$ cat config.mk
export PLATFORM = sky130hd
export DESIGN_NAME = itlb_ptw
export DESIGN_NICKNAME = d
export VERILOG_FILES = /design/src/rtl/itlb_ptw.sv
export SDC_FILE = /design/constraint.sdc
export NUM_CORES = 1
export LEC_CHECK = 0
export BUFFER_PORTS_ARGS = -buffer_cell sky130_fd_sc_hd__buf_2
export CAP_MARGIN = 20
export CORE_UTILIZATION = 39
export CTS_CLUSTER_SIZE = 16
export DETAILED_ROUTE_END_ITERATION = 16
export PLACE_DENSITY = 0.69
export REMOVE_ABC_BUFFERS = 1
export SYNTH_ARGS = -nofsm -noshare
export SYNTH_HDL_FRONTEND = slang
export SYNTH_SLANG_ARGS = --single-unit
$ cat constraint.sdc
create_clock -name clk_i -period 3.81 [get_ports clk_i]
set_input_delay 0.762 -clock clk_i [delete_from_list [all_inputs] [get_ports clk_i]]
set_output_delay 0.762 -clock clk_i [all_outputs]
set_load 0.01 [all_outputs]
$ cat src/rtl/itlb_ptw.sv
// itlb_ptw -- Sv32 hardware page-table walker for ITLB misses.
//
// Accepts one ITLB miss at a time. It walks the two-level Sv32 page table
// through a single-outstanding PTE read port. The walk ends in one of two
// ways:
//   - a one-cycle ITLB refill strobe, or
//   - an instruction page fault / access fault returned to fetch.
//
// Ports
//   clk_i, rst_i          clock, asynchronous active-high reset
//   req_*                 miss request (valid/ready), vaddr, asid, privilege mode
//   satp_ppn_i            root page-table PPN, captured with the request
//   flush_i               sfence.vma: abandon the walk, never respond
//   mem_req_*             PTE read request (valid/ready) and physical address
//   mem_resp_*            PTE read data, bus error flag
//   refill_*              ITLB write port (1-cycle strobe plus entry fields)
//   resp_*                walk completion (1 cycle) with fault classification
module itlb_ptw #(
  parameter int VADDR_WD = 32,
  parameter int PADDR_WD = 34,
  parameter int ASID_WD  = 9,
  parameter int PTE_WD   = 32
) (
  input  logic                clk_i,
  input  logic                rst_i,
  input  logic                req_valid_i,
  output logic                req_ready_o,
  input  logic [VADDR_WD-1:0] req_vaddr_i,
  input  logic [ASID_WD-1:0]  req_asid_i,
  input  logic [1:0]          req_mode_i,
  input  logic [21:0]         satp_ppn_i,
  input  logic                flush_i,
  output logic                mem_req_valid_o,
  input  logic                mem_req_ready_i,
  output logic [PADDR_WD-1:0] mem_req_addr_o,
  input  logic                mem_resp_valid_i,
  input  logic [PTE_WD-1:0]   mem_resp_data_i,
  input  logic                mem_resp_err_i,
  output logic                refill_we_o,
  output logic [19:0]         refill_vpn_o,
  output logic [ASID_WD-1:0]  refill_asid_o,
  output logic [21:0]         refill_ppn_o,
  output logic [7:0]          refill_flags_o,
  output logic                refill_super_o,
  output logic                resp_valid_o,
  output logic                resp_page_fault_o,
  output logic                resp_access_fault_o
);

  localparam logic [1:0] MODE_U = 2'b00;
  localparam logic [1:0] MODE_S = 2'b01;

  typedef enum logic [2:0] {
    IDLE,
    L1_REQ,
    L1_WAIT,
    L0_REQ,
    L0_WAIT,
    DONE,
    DRAIN
  } state_e;

  state_e state_q, state_d;

  // Captured request and walk results
  logic [19:0]         vpn_q;
  logic [ASID_WD-1:0]  asid_q;
  logic [1:0]          mode_q;
  logic [21:0]         satp_q;
  logic [21:0]         ptr_ppn_q;   // next-level table from an L1 pointer PTE
  logic [21:0]         leaf_ppn_q;
  logic [7:0]          leaf_flags_q;
  logic                super_q;
  logic                pf_q;
  logic                af_q;

  // PTE field decode
  logic [21:0] pte_ppn;
  logic        pte_v, pte_r, pte_w, pte_x, pte_u, pte_a;

  assign pte_ppn = mem_resp_data_i[31:10];
  assign pte_v   = mem_resp_data_i[0];
  assign pte_r   = mem_resp_data_i[1];
  assign pte_w   = mem_resp_data_i[2];
  assign pte_x   = mem_resp_data_i[3];
  assign pte_u   = mem_resp_data_i[4];
  assign pte_a   = mem_resp_data_i[6];

  // Page-offset bits and the RSW field never influence the walk
  logic unused_bits;
  assign unused_bits = ^{req_vaddr_i[11:0], mem_resp_data_i[9:8]};

  // PTE addresses. Unsigned PADDR_WD-bit sums; any carry out is dropped.
  logic [PADDR_WD-1:0] l1_addr, l0_addr;
  assign l1_addr = PADDR_WD'({satp_q, 12'h000})    + PADDR_WD'({vpn_q[19:10], 2'b00});
  assign l0_addr = PADDR_WD'({ptr_ppn_q, 12'h000}) + PADDR_WD'({vpn_q[9:0], 2'b00});

  logic in_wait;
  assign in_wait = (state_q == L1_WAIT) || (state_q == L0_WAIT);

  // Classify the PTE arriving in either WAIT state
  logic walk_pf, walk_af, walk_ptr, leaf_fault;

  // NOTE: every signal written in an always_comb gets a default first.
  // A path that leaves one unassigned infers a latch.
  always_comb begin
    walk_pf    = 1'b0;
    walk_af    = 1'b0;
    walk_ptr   = 1'b0;
    leaf_fault = !pte_x || !pte_a
              || (mode_q == MODE_U && !pte_u)
              || (mode_q == MODE_S &&  pte_u)
              || (state_q == L1_WAIT && pte_ppn[9:0] != 10'd0);
    if (mem_resp_err_i) begin
      walk_af = 1'b1;
    end else if (!pte_v || (!pte_r && pte_w)) begin
      walk_pf = 1'b1;
    end else if (!pte_r && !pte_x) begin
      // Pointer PTE: legal at L1 only, since Sv32 has just two levels
      if (state_q == L1_WAIT) walk_ptr = 1'b1;
      else                    walk_pf  = 1'b1;
    end else begin
      walk_pf = leaf_fault;
    end
  end

  // Next state and outputs
  always_comb begin
    state_d             = state_q;
    req_ready_o         = 1'b0;
    mem_req_valid_o     = 1'b0;
    mem_req_addr_o      = '0;
    resp_valid_o        = 1'b0;
    resp_page_fault_o   = 1'b0;
    resp_access_fault_o = 1'b0;
    refill_we_o         = 1'b0;
    refill_vpn_o        = '0;
    refill_asid_o       = '0;
    refill_ppn_o        = '0;
    refill_flags_o      = '0;
    refill_super_o      = 1'b0;

    case (state_q)
      IDLE: begin
        req_ready_o = 1'b1;
        if (req_valid_i && !flush_i) state_d = L1_REQ;
      end

      L1_REQ, L0_REQ: begin
        mem_req_valid_o = 1'b1;
        mem_req_addr_o  = (state_q == L1_REQ) ? l1_addr : l0_addr;
        if (mem_req_ready_i) begin
          // A read accepted in the flush cycle still returns data; drain it
          if (flush_i)                    state_d = DRAIN;
          else if (state_q == L1_REQ)     state_d = L1_WAIT;
          else                            state_d = L0_WAIT;
        end else if (flush_i) begin
          state_d = IDLE;
        end
      end

      L1_WAIT, L0_WAIT: begin
        if (mem_resp_valid_i) begin
          // Flush in the same cycle as the response: the response is consumed
          // here, so there is nothing left to drain.
          if (flush_i)       state_d = IDLE;
          else if (walk_ptr) state_d = L0_REQ;
          else               state_d = DONE;
        end else if (flush_i) begin
          state_d = DRAIN;
        end
      end

      DONE: begin
        state_d = IDLE;
        if (!flush_i) begin
          resp_valid_o        = 1'b1;
          resp_page_fault_o   = pf_q;
          resp_access_fault_o = af_q;
          if (!pf_q && !af_q) begin
            refill_we_o    = 1'b1;
            refill_vpn_o   = vpn_q;
            refill_asid_o  = asid_q;
            refill_ppn_o   = {leaf_ppn_q[21:10], super_q ? 10'd0 : leaf_ppn_q[9:0]};
            refill_flags_o = leaf_flags_q;
            refill_super_o = super_q;
          end
        end
      end

      DRAIN: begin
        if (mem_resp_valid_i) state_d = IDLE;
      end

      default: state_d = IDLE;
    endcase
  end

  // NOTE: sequential state uses non-blocking assignments only. Every flop
  // then samples pre-edge values regardless of block ordering.
  always_ff @(posedge clk_i or posedge rst_i) begin
    if (rst_i) state_q <= IDLE;
    else       state_q <= state_d;
  end

  // NOTE: the capture registers are reset along with the FSM. A walk restarted
  // after reset then never sees stale fields, and the refill bus reads zero.
  always_ff @(posedge clk_i or posedge rst_i) begin
    if (rst_i) begin
      vpn_q        <= '0;
      asid_q       <= '0;
      mode_q       <= '0;
      satp_q       <= '0;
      ptr_ppn_q    <= '0;
      leaf_ppn_q   <= '0;
      leaf_flags_q <= '0;
      super_q      <= 1'b0;
      pf_q         <= 1'b0;
      af_q         <= 1'b0;
    end else begin
      if (state_q == IDLE && req_valid_i && !flush_i) begin
        vpn_q  <= req_vaddr_i[31:12];
        asid_q <= req_asid_i;
        mode_q <= req_mode_i;
        satp_q <= satp_ppn_i;
        pf_q   <= 1'b0;
        af_q   <= 1'b0;
      end
      if (in_wait && mem_resp_valid_i) begin
        pf_q         <= walk_pf;
        af_q         <= walk_af;
        leaf_ppn_q   <= pte_ppn;
        leaf_flags_q <= mem_resp_data_i[7:0];
        super_q      <= (state_q == L1_WAIT);
        if (walk_ptr) ptr_ppn_q <= pte_ppn;
      end
    end
  end

endmodule
==> key figures, run 1 <==
Final layout
  • Antenna cells: 0
  • Share of post-route cells with drive strength above 1: 0.4059
  • Final Cell Area: ~6700 µm²
  • Utilization after layout: 0.5065
  • # nets final: 774
  • Area grow syn2layout: 26.17%

Power and ir drop
  • P_leak: between 0.003 and 0.004 µW
  • Max IR drop VDD: between 0.0003 and 0.0004 V
  • PD cells: 659.4 nW/µm²

Clock network
  • Root buf cell: clkbuf_16
  • Post-CTS Setup Repair Bufs: 0
  • # hold bufs at CTS: 0
  • Worst skew pair latency: about 350 ps
  • # H-tree levels: 3
  • Maximum clock path buffer count: 2
  • CTS tree: built
  • CTS clock-pin slew for the worst setup and hold paths: around 70 ps
  • Clk sink count: about 110
  • TritonCTS buffer count: 9
  • Post-CTS sizing: 0

Route
  • Drc violations: 0
  • 1st-iter DRT viols: 163
  • Via count: between 4,000 and 5,000
  • Post-route antenna net violation count: 0
  • Post-Route WL: approximately 13,000 µm
  • DRT Pass-1 Iters: 6
  • Vias/cell: between 4 and 5
  • WL/cell: approximately 15 µm

STA
  • Setup-failing EPs final: 0
  • Hold Vio Cnt, Final: 0
  • Tcrit/Tclk final: 0.7746
  • Worst-margin pin slew: about 860 ps
  • Clock Skew: slightly above 8 ps
  • RSZ-0062 raised after global routing: no
  • Max frequency: between 0.3 and 0.4 GHz
  • Max-slew headroom: 0.4253
  • Slew Limit Fails: 0
  • Min Tclk post-route: roughly 3000 ps

Global route
  • Vias in the first global route: about 4,200
  • Largest net degree at the start of global routing: 69
  • Total gr overflow: 0
  • Global-route wire length before repair: between 20,000 and 25,000 µm
  • Global Route Usage Sum: 0.1883
  • Initial antenna violation count: 0

Logic synthesis
  • Most common cell in the netlist: dfrtp_1
  • Sequential area share after synthesis: 0.5225
  • EDFF count, synth: 0
  • Ys Warns: 0
  • Yosys top cell area share: 0.5225
  • Synth async-reset ratio: 1.000
  • Distinct cells, synth: 35
  • Ys flop type: dfrtp_1
  • Leading area contributor after synthesis: dfrtp_1
  • Top cells by count, synth: dfrtp_1 (111), nand2_1 (90), and2_1 (62), mux2_2 (58), nor2_1 (37)
  • Synth Instances: 493
  • Post-Syn Area: about 5300 µm²
  • Area contributors post-synth: dfrtp_1 (52%), mux2_2 (12%), and2_1 (7.3%)
  • Avg Inst Size Synth: 10.78 µm²
  • Synthesis-stage register bit count: ~110

Worst setup path
  • CP Launch Type: input port
  • CP max stage cell: buf_4
  • Required @ worst endpoint: slightly above 3000 ps
  • Setup slack, reg-to-reg: between 1000 and 1500 ps
  • WS Path Type: in -> out
  • Critical path's largest stage delay: about 400 ps
  • CP Capture Type: primary output
  • Worst-path fanout max: just over 50
  • Worst-path cell chain: buf_2 -> nor2_1 -> nand3_1 -> nor3_2 -> buf_4 -> and2_1 -> buf_2
  • Most frequent CP cell: buf_2
  • Arr. time, crit path: about 2200 ps

Floorplan
  • Die width: between 100 and 150 µm
  • Row cnt: between 40 and 50
  • Starting density of the core: 0.4015
  • Die area: about 14,000 µm²
  • # IOs: roughly 200
  • Die Y: about 120 µm
  • Core area: between 10,000 and 15,000 µm²

Place
  • Port Buffers: around 190
  • Routability congestion estimate from global placement: between 0.8 and 0.9
  • Placed Area: roughly 6400 µm²
  • HPWL Detailed: a little over 9000 µm

Run
  • Max Cap Viol: 0

Outcome
  • Status: complete, no violations

Hold path
  • HP Class: reg -> reg
## worst max-delay path: cells and delay by family
| kind | cells | cell delay (ps) |
|---|---|---|
| buffers and inverters | 3 | 670 |
| and+or+nand+nor | 4 | 720 |
## report_power, final
group	switching, µW	internal [µW]	leakage [µW]
clock	420	465	0.000127
combinational	826	775	0.00205
sequential	278	1660	0.00139
total	1520	2900	0.00357
## metrics by stage
stage	setup TNS (ps)	hold WS [ps]	std cells	setup WS (ps)	total power, µW
2_1_floorplan	-30180	437.4	462	-598.6	2999
3_3_place_gp	0	450.8	835	881.3	3491
3_5_place_dp	0	453.9	835	854.9	3571
4_1_cts	0	471.3	851	849.6	4472
5_1_grt	0	493.6	851	724.2	4743
6_report	0	465.5	851	858.8	4423
## layout make-up
cell class	count	area [µm²]
Clock inverter	2	16.27
Clock buffer	14	254.0
Sequential cell	111	2779
Multi-Input combinational cell	344	2374
Tap cell	176	220.2
Timing Repair Buffer	197	1036
Inverter	7	28.78
Fill cell	1247	6535
## cell usage in the layout (no fill, tap or decap), types with 2 or more instances in the layout
master and count:
mux2_1 20, buf_12 2, nor3_2 2, conb_1 2, or3_1 3, buf_2 187, mux2i_1 32, clkbuf_16 9
a31oi_1 5, nor3_1 3, nor2_1 37, buf_4 8, nand2_1 90, nor4_1 3, nand3_1 3, mux2_2 58
and2_1 62, nor3b_1 2, clkbuf_1 4, dfrtp_1 110, o21ai_0 4, inv_1 6, nand2b_1 3, o221ai_1 2
## cell families (layout without fill, tap and decap cells)
| kind of cell | after synthesis | count (layout) | synth area share |
|---|---|---|---|
| XOR/XNOR | 2 | 2 | 0.003295 |
| other | 1 | 2 | 0.0007054 |
| flip-flops | 111 | 111 | 0.5225 |
| AND/OR/NAND/NOR | 213 | 213 | 0.1911 |
| multiplexers | 110 | 110 | 0.2255 |
| adder cells (fa/ha/maj) | 1 | 1 | 0.001883 |
| buffers and inverters | 39 | 220 | 0.03460 |
| AO/OA/AOI/OAI | 16 | 16 | 0.02047 |
## flip-flops by register name, summed over array words and instances (netlist names), 2 cells and up
name / cells
asid_q: 9
ptr_ppn_q: 22
state_q: 3
satp_q: 22
vpn_q: 20
leaf_flags_q: 8
mode_q: 2
leaf_ppn_q: 22
## worst paths after layout
check	from	cells after the start	endpoint
max reg2reg	state_q[0]$_DFFE_PP0P_	5	ptr_ppn_q[20]$_DFFE_PP0P_
max in group asynchronous	rst_i	3	vpn_q[17]$_DFFE_PP0P_
min in group asynchronous	rst_i	2	satp_q[11]$_DFFE_PP0P_
min	leaf_ppn_q[14]$_DFFE_PP0P_	2	leaf_ppn_q[14]$_DFFE_PP0P_
max	flush_i	7	refill_ppn_o[19]
min reg2reg	leaf_ppn_q[14]$_DFFE_PP0P_	2	leaf_ppn_q[14]$_DFFE_PP0P_
## layer usage
layer,global-route usage,share of wire
met1,0.2361,0.44
met2,0.3140,0.49
met3,0.05309,0.057
met4,0.05775,0.014
met5,0,0
(Power assumes the default switching activity.)
==> run 2, diff against run 1 <==
Settings changed: ABC_AREA set to 1.
Clock period 3.81 ns to 2.4 ns, I/O delays scaled along.
==> run 2 against run 1 <==
Against the previous run: synthesized area down 1.0%; highest routed layer unchanged; global-route usage up 1.5 points; clock skew down 3.3 ps; register-to-register slack worse by 750 ps; total power up 57%; die area down 1.0%; non-clock buffer count up 12; largest cell class unchanged.
==> key figures, run 2 <==
Logic synthesis
  • Top cells by count, synth: inv_1 (123), dfrtp_1 (111), nor2_1 (109), nand2_1 (86), a21oi_1 (57)
  • Adder-Cell Fraction of Synth Area: 0 (-0.001883)
  • Largest family of logic cells by synthesized area: simple AND/OR/NAND/NOR gates
  • Area contributors post-synth: dfrtp_1 (53%), inv_1 (8.8%), nor2_1 (7.8%)
  • Synth Area in XOR/XNOR: 0 (-0.003295)
  • Post-Syn Area: 5261 µm² (-1.0%)
  • Synth Area in Compound Gates: 0.1441 (+0.1236)
  • Distinct cells, synth: 23 (-34%)
  • Mux cell area share after synthesis: 0.04281 (-0.1827)
  • Ys flop type: dfrtp_1
  • Synth Instances: 654 (+33%)
  • Sequential area share after synthesis: 0.5279 (+0.005467)
  • EDFF count, synth: 0 (unchanged)
  • Most common cell in the netlist: inv_1
  • Avg Inst Size Synth: 8.045 µm² (-25%)
  • Simple-Gate Fraction of Synth Area: 0.1586 (-0.03248)
  • Synth async-reset ratio: 1.000 (unchanged)
  • Leading area contributor after synthesis: dfrtp_1
  • Ys Warns: 0 (unchanged)
  • Yosys top cell area share: 0.5279 (+0.005467)
  • Synthesis-stage register bit count: 111 (unchanged)

Route
  • DRT Pass-1 Iters: 5 (-1)
  • Drc violations: 0 (unchanged)
  • Post-Route WL: 13,340 µm (+3.4%)
  • WL/cell: 13.08 µm (-14%)
  • Post-route antenna net violation count: 0 (unchanged)
  • Via count: 4,709 (+13%)
  • Vias/cell: 4.617 (-5.9%)
  • 1st-iter DRT viols: 237 (+45%)

Global route
  • Largest net degree at the start of global routing: 47 (-32%)
  • Global Route Usage Sum: 0.2032 (+0.01485)
  • Global-route wire length before repair: 22,220 µm (+6.8%)
  • Initial antenna violation count: 0 (unchanged)
  • Total gr overflow: 0 (unchanged)
  • Vias in the first global route: 4,454 (+7.0%)

Place
  • Routability congestion estimate from global placement: 0.8026 (-5.3%)
  • HPWL Detailed: 9026 µm (-0.73%)
  • Port Buffers: 187 (unchanged)

Clock network
  • Clk sink count: 111 (unchanged)
  • CTS clock-pin slew for the worst setup and hold paths: 70 ps (about the same)
  • Maximum clock path buffer count: 2 (unchanged)
  • Root buf cell: clkbuf_16
  • TritonCTS buffer count: 9 (unchanged)
  • CTS tree: built
  • # H-tree levels: 3 (unchanged)
  • Worst skew pair latency: 350 ps (about the same)

STA
  • Min Tclk post-route: ~2300 ps
  • Setup-failing EPs final: 0 (unchanged)
  • Worst-margin pin slew: 605.5 ps (-256.5 ps)
  • Slew Limit Fails: 0 (unchanged)
  • Max-slew headroom: 0.5963 (+0.1710)
  • Clock Skew: 4.977 ps (-3.284 ps)
  • Hold Vio Cnt, Final: 0 (unchanged)
  • RSZ-0062 raised after global routing: yes
  • Tcrit/Tclk final: 0.9574
  • Max frequency: 0.4352 GHz
  • Hold WS: 207.5 ps (-258.0 ps)

Final layout
  • Commonest non-fill, non-tap cell in the layout: buf_2
  • # fillers: 1,291 (+3.5%)
  • Area grow syn2layout: 29.35%
  • Antenna cells: 0 (unchanged)
  • Most frequent cells in the layout: buf_2 (187), inv_1 (121), dfrtp_1 (109)
  • Share of post-route cells with drive strength above 1: 0.3092 (-0.09668)
  • # nets final: 943 (+22%)
  • Area of the multi-input gates: 1862 µm² (-22%)
  • Utilization after layout: 0.5159 (+0.009417)
  • Largest registers: leaf_ppn_q: 22 flops, ptr_ppn_q: 22 flops, satp_q: 22 flops
  • FF+latch area: 2780 µm² (about the same)

Power and ir drop
  • P_leak: 0.003787 µW (+6.1%)
  • PD cells: 1022 nW/µm² (+55%)
  • Max IR drop VDD: 0.0004418 V (+24%)

Hold path
  • HP Class: in -> async

Floorplan
  • Die Y: 118.2 µm (-0.51%)
  • # IOs: 204 (unchanged)
  • Row cnt: 42 (unchanged)
  • Die area: 13,960 µm² (-1.0%)
  • Die width: 118.2 µm (-0.51%)
  • Core area: 13,190 µm² (-0.40%)
  • Starting density of the core: 0.3989 (-0.002574)

Worst setup path
  • Worst-path cell chain: inv_4 -> nor3_4 -> nand2_2 -> nor3_4 -> inv_2 -> clkbuf_16 -> nor2_1 -> buf_2
  • Setup slack, reg-to-reg: 480 ps (-750 ps)
  • Worst-path fanout max: 19 (-63%)
  • CP Capture Type: primary output
  • Most frequent CP cell: nor3_4
  • Arr. time, crit path: 1820 ps (-370 ps)
  • WS Path Type: reg -> out
  • CP Launch Type: flop
  • Register-to-Register Path Depth: 8 (+3)
  • Required @ worst endpoint: 1920 ps (-1130 ps)
  • Reg-to-Reg End: ptr_ppn_q[7]$_DFFE_PP0P_
  • Critical path's largest stage delay: 400 ps (about the same)
  • CP max stage cell: dfrtp_1
  • FF-to-FF Start: state_q[1]$_DFFE_PP0P_
  • Worst Setup SP: state_q[2]$_DFFE_PP0P_

Run
  • Max Cap Viol: 0 (unchanged)

Outcome
  • Status: complete, no violations
## run 2: cell type report
type	instances	area share
clock buffer	13	0.03677
multi-input combinational	381	0.2736
clock inverter	3	0.002758
tap	176	0.03236
inverter	127	0.07079
timing repair buffer	209	0.1752
sequential	111	0.4085
## run 2: cell families (layout without fill, tap and decap cells)
group / after synthesis / count (layout)
AND/OR/NAND/NOR: 211 / 211
buffers and inverters: 163 / 352
AO/OA/AOI/OAI: 148 / 148
flip-flops: 111 / 111
multiplexers: 20 / 20
other: 1 / 2
## run 2: worst max-delay path: cells and delay by family (launching register included)
kind,cells,cell delay (ps)
buf+inv,4,530
flops,1,400
simple gates,4,530
## run 2: worst max-delay path by stage
stage                             end  slack [ps]  cells after the start
detailed placement    refill_ppn_o[8]         160                      7
finish              refill_flags_o[1]         100                      8
CTS                  refill_vpn_o[19]           4                      8
global route        refill_flags_o[7]         -20                      8
global placement      refill_ppn_o[4]         220                      7
floorplan            af_q$_DFFE_PP0P_       -1010                      1
## run 2: what timing repair did
item | in CTS | in global routing
hold buffers | 0 | 0
pin swaps | 1 | 2
resized for setup | 7 | 9
setup endpoints to repair | 51 | 73
gates cloned | 0 | 1
setup buffers | 4 | 3
## run 2: per-stage QoR
step                instances  setup TNS [ps]  total power [µW]  setup slack [ps]  area, µm²
finish                   1020               0              6957             102.1       6805
global route             1020          -276.5              7571            -19.69       6805
CTS                      1016               0              6999             3.622       6725
detailed placement        996               0              5530             163.1       6406
global placement          996               0              5452             216.1       6406
floorplan                 619         -122810              4567             -1011       5080
## run 2: where the power goes
group / internal (µW) / switching [µW] / leakage (µW)
combinational: 1040 / 1640 / 0.00242
sequential: 2620 / 263 / 0.00123
clock: 733 / 655 / 0.000134
## run 2: layer usage
metal  vias to the layer above  part of all wire  global-route usage
met5                         -                 0                   0
met4                         0             0.017             0.08494
met3                        15             0.057             0.03861
met2                       148              0.46              0.3140
met1                      2159              0.47              0.2797
li1                       2387                 -                   -
